### src/rtl/multicycle_ctrl_fsm.sv
// Main control FSM for the multicycle RV32I core: sequences fetch/decode/execute/
// memory/writeback and drives every datapath enable, mux select and the ALU decoder op.
module multicycle_ctrl_fsm #(
  parameter logic [3:0] RESET_STATE = 4'd0
) (
  input  logic       clk,
  input  logic       rst_n,
  input  logic [6:0] op,
  input  logic [2:0] funct3,
  input  logic       zero,
  input  logic       mem_ready,
  output logic       mem_req,
  output logic       mem_write,
  output logic       adr_src,
  output logic       ir_write,
  output logic       pc_write,
  output logic       reg_write,
  output logic [1:0] result_src,
  output logic [1:0] alu_src_a,
  output logic [1:0] alu_src_b,
  output logic [1:0] alu_op,
  output logic [2:0] imm_src,
  output logic       illegal_instr
);

  typedef enum logic [3:0] {
    FETCH    = 4'd0,
    DECODE   = 4'd1,
    MEMADR   = 4'd2,
    MEMREAD  = 4'd3,
    MEMWB    = 4'd4,
    MEMWRITE = 4'd5,
    EXEC_R   = 4'd6,
    EXEC_I   = 4'd7,
    ALUWB    = 4'd8,
    BRANCH   = 4'd9,
    JAL      = 4'd10,
    LUI      = 4'd11,
    ILLEGAL  = 4'd12
  } state_t;

  localparam logic [6:0] OP_LOAD   = 7'b0000011;
  localparam logic [6:0] OP_STORE  = 7'b0100011;
  localparam logic [6:0] OP_RTYPE  = 7'b0110011;
  localparam logic [6:0] OP_ITYPE  = 7'b0010011;
  localparam logic [6:0] OP_BRANCH = 7'b1100011;
  localparam logic [6:0] OP_JAL    = 7'b1101111;
  localparam logic [6:0] OP_LUI    = 7'b0110111;

  state_t state, state_nxt;

  // NOTE: sequential state uses non-blocking assignment so every flop samples
  // pre-edge values; the async reset drops to FETCH without waiting for clk.
  always_ff @(posedge clk or negedge rst_n) begin
    if (!rst_n) state <= state_t'(RESET_STATE);
    else        state <= state_nxt;
  end

  // Immediate format follows the opcode regardless of state.
  always_comb begin
    imm_src = 3'b000;
    case (op)
      OP_LOAD, OP_ITYPE: imm_src = 3'b000;
      OP_STORE:          imm_src = 3'b001;
      OP_BRANCH:         imm_src = 3'b010;
      OP_JAL:            imm_src = 3'b011;
      OP_LUI:            imm_src = 3'b100;
      default:           imm_src = 3'b000;
    endcase
  end

  // NOTE: every output and the next state get a default before the case so no
  // path through this block leaves a signal unassigned (which would infer a latch).
  always_comb begin
    state_nxt     = FETCH;
    mem_req       = 1'b0;
    mem_write     = 1'b0;
    adr_src       = 1'b0;
    ir_write      = 1'b0;
    pc_write      = 1'b0;
    reg_write     = 1'b0;
    result_src    = 2'b00;
    alu_src_a     = 2'b00;
    alu_src_b     = 2'b00;
    alu_op        = 2'b00;
    illegal_instr = 1'b0;

    case (state)
      FETCH: begin
        mem_req    = 1'b1;
        result_src = 2'b10;
        alu_src_b  = 2'b10;
        ir_write   = mem_ready;
        pc_write   = mem_ready;
        state_nxt  = mem_ready ? DECODE : FETCH;
      end
      DECODE: begin
        alu_src_a = 2'b01;
        alu_src_b = 2'b01;
        case (op)
          OP_LOAD, OP_STORE: state_nxt = MEMADR;
          OP_RTYPE:          state_nxt = EXEC_R;
          OP_ITYPE:          state_nxt = EXEC_I;
          OP_BRANCH:         state_nxt = (funct3[2:1] == 2'b00) ? BRANCH : ILLEGAL;
          OP_JAL:            state_nxt = JAL;
          OP_LUI:            state_nxt = LUI;
          default:           state_nxt = ILLEGAL;
        endcase
      end
      MEMADR: begin
        alu_src_a = 2'b10;
        alu_src_b = 2'b01;
        state_nxt = op[5] ? MEMWRITE : MEMREAD;
      end
      MEMREAD: begin
        mem_req   = 1'b1;
        adr_src   = 1'b1;
        state_nxt = mem_ready ? MEMWB : MEMREAD;
      end
      MEMWB: begin
        result_src = 2'b01;
        reg_write  = 1'b1;
        state_nxt  = FETCH;
      end
      MEMWRITE: begin
        mem_req   = 1'b1;
        mem_write = 1'b1;
        adr_src   = 1'b1;
        state_nxt = mem_ready ? FETCH : MEMWRITE;
      end
      EXEC_R: begin
        alu_src_a = 2'b10;
        alu_op    = 2'b10;
        state_nxt = ALUWB;
      end
      EXEC_I: begin
        alu_src_a = 2'b10;
        alu_src_b = 2'b01;
        alu_op    = 2'b10;
        state_nxt = ALUWB;
      end
      ALUWB: begin
        reg_write = 1'b1;
        state_nxt = FETCH;
      end
      BRANCH: begin
        alu_src_a = 2'b10;
        alu_op    = 2'b01;
        // funct3[0] inverts the sense of zero: beq takes on equal, bne on unequal.
        pc_write  = zero ^ funct3[0];
        state_nxt = FETCH;
      end
      JAL: begin
        alu_src_a = 2'b01;
        alu_src_b = 2'b10;
        pc_write  = 1'b1;
        state_nxt = ALUWB;
      end
      LUI: begin
        alu_src_a = 2'b11;
        alu_src_b = 2'b01;
        state_nxt = ALUWB;
      end
      ILLEGAL: begin
        illegal_instr = 1'b1;
        state_nxt     = FETCH;
      end
      default: state_nxt = FETCH;
    endcase
  end

endmodule

### config.mk
export PLATFORM = sky130hd
export DESIGN_NAME = multicycle_ctrl_fsm
export DESIGN_NICKNAME = d
export VERILOG_FILES = /design/src/rtl/multicycle_ctrl_fsm.sv
export SDC_FILE = /design/constraint.sdc
export NUM_CORES = 1
export LEC_CHECK = 0
export CAP_MARGIN = 20
export CORE_MARGIN = 2
export CORE_UTILIZATION = 43
export DETAILED_ROUTE_END_ITERATION = 10
export PLACE_DENSITY = 0.9
export SLEW_MARGIN = 15
export SYNTH_ARGS = -nofsm -noshare
export SYNTH_HDL_FRONTEND = slang
export SYNTH_SLANG_ARGS = --single-unit
### constraint.sdc
create_clock -name clk -period 3.85 [get_ports clk]
set_input_delay 0.77 -clock clk [delete_from_list [all_inputs] [get_ports clk]]
set_output_delay 0.77 -clock clk [all_outputs]
set_load 0.01 [all_outputs]
=== Yosys cells after proc, flatten, opt, wreduce, memory -nomap -nowiden ===
Cells that the tools add are included.

* Register bits: 4
* Bits of input ports: 14
* Output and inout port bits: 18
* Word-level logic and storage cells: 52

* Equality and inequality tests: 19
* Muxes and demuxes: 19
* Bitwise operators: 1
* Reductions and logical operators: 12

{| class="wikitable"
|+ Operators with widths
! cell !! number
|-
| 4-bit one-hot mux with 6 select lines || 2
|-
| 7-bit by 6-bit equality test with 1-bit output, second input constant || 3
|-
| 4-bit equality test, second input constant || 5
|-
| 4-bit by 3-bit equality test with 1-bit output, second input constant || 4
|-
| 7-bit equality test, second input constant || 2
|-
| 3-bit two-way mux || 4
|-
| 2-bit one-hot mux with 2 select lines || 3
|-
| 3-bit one-hot mux with 4 select lines || 1
|-
| 2-bit OR reduction || 6
|-
| 4-bit OR reduction || 3
|-
| 4-bit by 2-bit equality test with 1-bit output, second input constant || 2
|-
| 7-bit by 2-bit equality test with 1-bit output, second input constant || 1
|-
| 7-bit by 5-bit equality test with 1-bit output, second input constant || 1
|-
| 1-bit two-way mux || 7
|-
| 2-bit one-hot mux with 3 select lines || 1
|-
| 4-bit by 1-bit equality test with 1-bit output, second input constant || 1
|-
| 4-bit zero test || 1
|-
| 1-bit one-hot mux with 3 select lines || 1
|-
| 3-bit OR reduction || 1
|-
| 2-bit zero test || 1
|-
| 1-bit bitwise XOR || 1
|}

=== Longest topological paths before layout ===
* Depth after elaboration: 4
* Gate-level depth with buffers: 6

=== Worst setup path after synthesis ===
OpenSTA, ideal clock, no wires.

* Path kind: in2out
* Start point: in op[2]
* End point: out imm_src[0]
* Data arrival time: 1680 ps
* Data required time: 3080 ps
* Path slack: 1400 ps
* Stages: 3
* Path buffers: 1
* Path through: buf_6 -> or3_2 -> a211oi_1

* Longest elaborated chain between the ends: 2

{| class="wikitable"
|+ Ends and longest elaborated chain
! item !! RTL line !! text
|-
| from (decl) || 8 || <nowiki>input logic [6:0] op,</nowiki>
|-
| 7-bit by 6-bit equality test with 1-bit output or 7-bit equality test (tied branches) || 62 || <nowiki>case (op)</nowiki>
|-
| 3-bit one-hot mux with 4 select lines (*) || 62 ||
|-
| to (decl) || 22 || <nowiki>output logic [2:0] imm_src,</nowiki>
|}

Mark *: on every way between the ends. The rest lies on a longest branch, timed or not.

=== Worst setup path in the final report ===
Ends and elaborated chain as after synthesis.

==> run metrics <==
Worst path slowest cell clkdlybuf4s50_1; r2r endpoint state[0]; Setup CP Type input port to output port; Synth cell types 36; pwr dens approximately 500 mW/mm^2; peak supply drop 0.210 mV; Die Y between 40 and 50 um; Pins Over Slew Limit 0; commonest cells after routing, fill and taps aside clkdlybuf4s50_1 (31), nor2_1 (10), a21oi_1 (8); Post-CTS Setup Bufs 0; CP required 3080 ps; critical-path cell list clkdlybuf4s50_1 -> or3_2 -> a211oi_1 -> clkdlybuf4s50_1; setup_tns 0 ps; drt drc 0; mean area per synthesized cell 7.06 sq um; first-pass GRT wire length 2.66 mm; most common cell after layout, fill and taps aside clkdlybuf4s50_1; number of H-tree levels 1; Largest regs state: 4 flops; row cnt 14; FMAX between 200 and 300 MHz; Crit. End Element output port; R2R Setup Slk 2210 ps; aggregate global-route resource usage between 10% and 20%; total gr overflow 0; worst min-delay path class input port to async pin; Crit Path Max Fanout 8; port bufs 31; period utilization between 80% and 90%; share of cells above drive strength 1 under 10%; most used cell, CP clkdlybuf4s50_1; Post-synth ARST share 100%; Pre-antenna DRT Iters 4; hold_buf cts 0; Syn Nets roughly 110; count of final hold-check violations 0; Post-synth top flop dfrtp_1; cts repair resizes 0; Routed WL around 1.7 mm; Final ANT Viol Nets 0; CP peak stage delay 580 ps; # clock sinks 4; Reg with most FFs state; vias around 760; CTS Root Cell clkbuf_4; Final Critical Period approximately 3400 ps; Hold WS approximately 730 ps; Yosys warnings 0; RSZ-0062 raised after global routing false; clock tree buffer depth 2; Slew @ Worst Pin about 660 ps; Setup crit start kind input port; first-iteration detailed-routing DRC count 13; pin count of the biggest net entering global routing 23; Die X ~43 um; vias in the first global route approximately 660; CP arrival about 2600 ps; cell area after synthesis between 600 and 700 sq um; final net count roughly 140; die area between 0.0015 and 0.002 sq mm; CTS buffer count 3; setup violators final 0; pre-CTS setup slack about 480 ps; worst slew margin relative to its limit between 50% and 60%; run status finished, final reports clean; insertion delay to the later sink of the worst-skew pair 240 ps; Antenna diodes 0; leakage 0.344 nW; Initial Utilization a little under half; WL/cell about 12 um; TritonCTS clock tree yes; Placer Congestion 0.870; max reg flops 4; core area around 0.0015 sq mm; Post-synth EDFFs 0; Clock Skew ~8.7 ps; Clock Pin Slew Worst Setup and Hold Paths roughly 40 ps; Mapped Cells 95; dpl hpwl approximately 1.3 mm; sequential area share after synthesis 14.9%; antenna violations before repair 0; Area Growth Syn to Fin 41.4%; Reg2Reg Depth 4; Setup WS post-layout between 400 and 500 ps; Top Ports 32; R2R Path Start state[2]; vias per cell 5.57; flops & latches, synth 4; Max-Cap Viols 0
[power by group]
group	internal [W]	total [W]	switching [W]
clock network	0.0000349	0.0000531	0.0000182
registers	0.0000539	0.000108	0.0000543
logic	0.000177	0.000311	0.000133
[cells in the mapped netlist (2+ instances only)]
master	n	area [sq um]
mux2i_1	2	20.0
nor4b_1	2	17.5
nor3_1	5	25.0
nand2b_1	6	37.5
nand2_1	7	26.3
nor2b_1	3	18.8
inv_1	2	7.51
clkbuf_1	3	11.3
or3_1	2	12.5
nand3_1	2	10.0
nor4_1	2	12.5
dfrtp_1	4	100
xnor2_1	4	35.0
nor2_1	10	37.5
a21oi_1	8	40.0
buf_6	5	56.3
and3_1	2	12.5
and2_1	2	12.5
nor3b_1	2	15.0
o21ai_0	6	30.0
[cell type report]
| type | instances | area [sq um] |
|---|---|---|
| fill | 157 | 541 |
| multi-input combinational | 80 | 488 |
| timing repair buffer | 31 | 310 |
| sequential | 4 | 100 |
| clock buffer | 3 | 22.5 |
| tap | 16 | 20.0 |
| inverter | 2 | 7.51 |
[worst max-delay path by stage]
stage / start / end / slack (ps) / cells after the start
3_3_place_gp: op[2] / imm_src[0] / 530 / 4
5_1_grt: op[2] / imm_src[0] / 360 / 4
2_1_floorplan: op[2] / imm_src[0] / 1400 / 3
4_1_cts: op[2] / imm_src[0] / 460 / 4
3_5_place_dp: op[2] / imm_src[0] / 480 / 4
6_report: op[2] / imm_src[0] / 460 / 4
[stage by stage]
stage | instance area (sq um) | power (W) | instances | util, %
final | 948 | 0.000472 | 136 | 63.7
after global routing | 948 | 0.000507 | 136 | 63.7
after CTS | 948 | 0.000476 | 136 | 63.7
after detailed placement | 926 | 0.000419 | 133 | 62.2
after global placement | 926 | 0.000412 | 133 | 62.2
after floorplan | 671 | 0.000292 | 95 | -
[logic make-up (layout without fill, tap and decap cells)]
group | after synthesis | after routing | synth area share (%)
simple gates | 50 | 50 | 41.0
compound gates | 24 | 24 | 23.5
buf+inv | 11 | 36 | 12.3
xor+xnor | 4 | 4 | 5.22
flops | 4 | 4 | 14.9
mux | 2 | 2 | 2.99
[routing by layer]
layer / up-vias / wire length [um] / GRT usage [%]
met3: 0 / 71 / 1.67
li1: 393 / - / -
met2: 26 / 899 / 34.6
met5: - / 0 / 0
met4: 0 / 0 / 10.9
met1: 339 / 720 / 20.3
[critical path: cells and delay by family]
| family | cells | cell delay [ps] |
|---|---|---|
| compound gates | 1 | 230 |
| buf+inv | 2 | 1110 |
| simple gates | 1 | 510 |
Power figures use the tool's default switching activity.
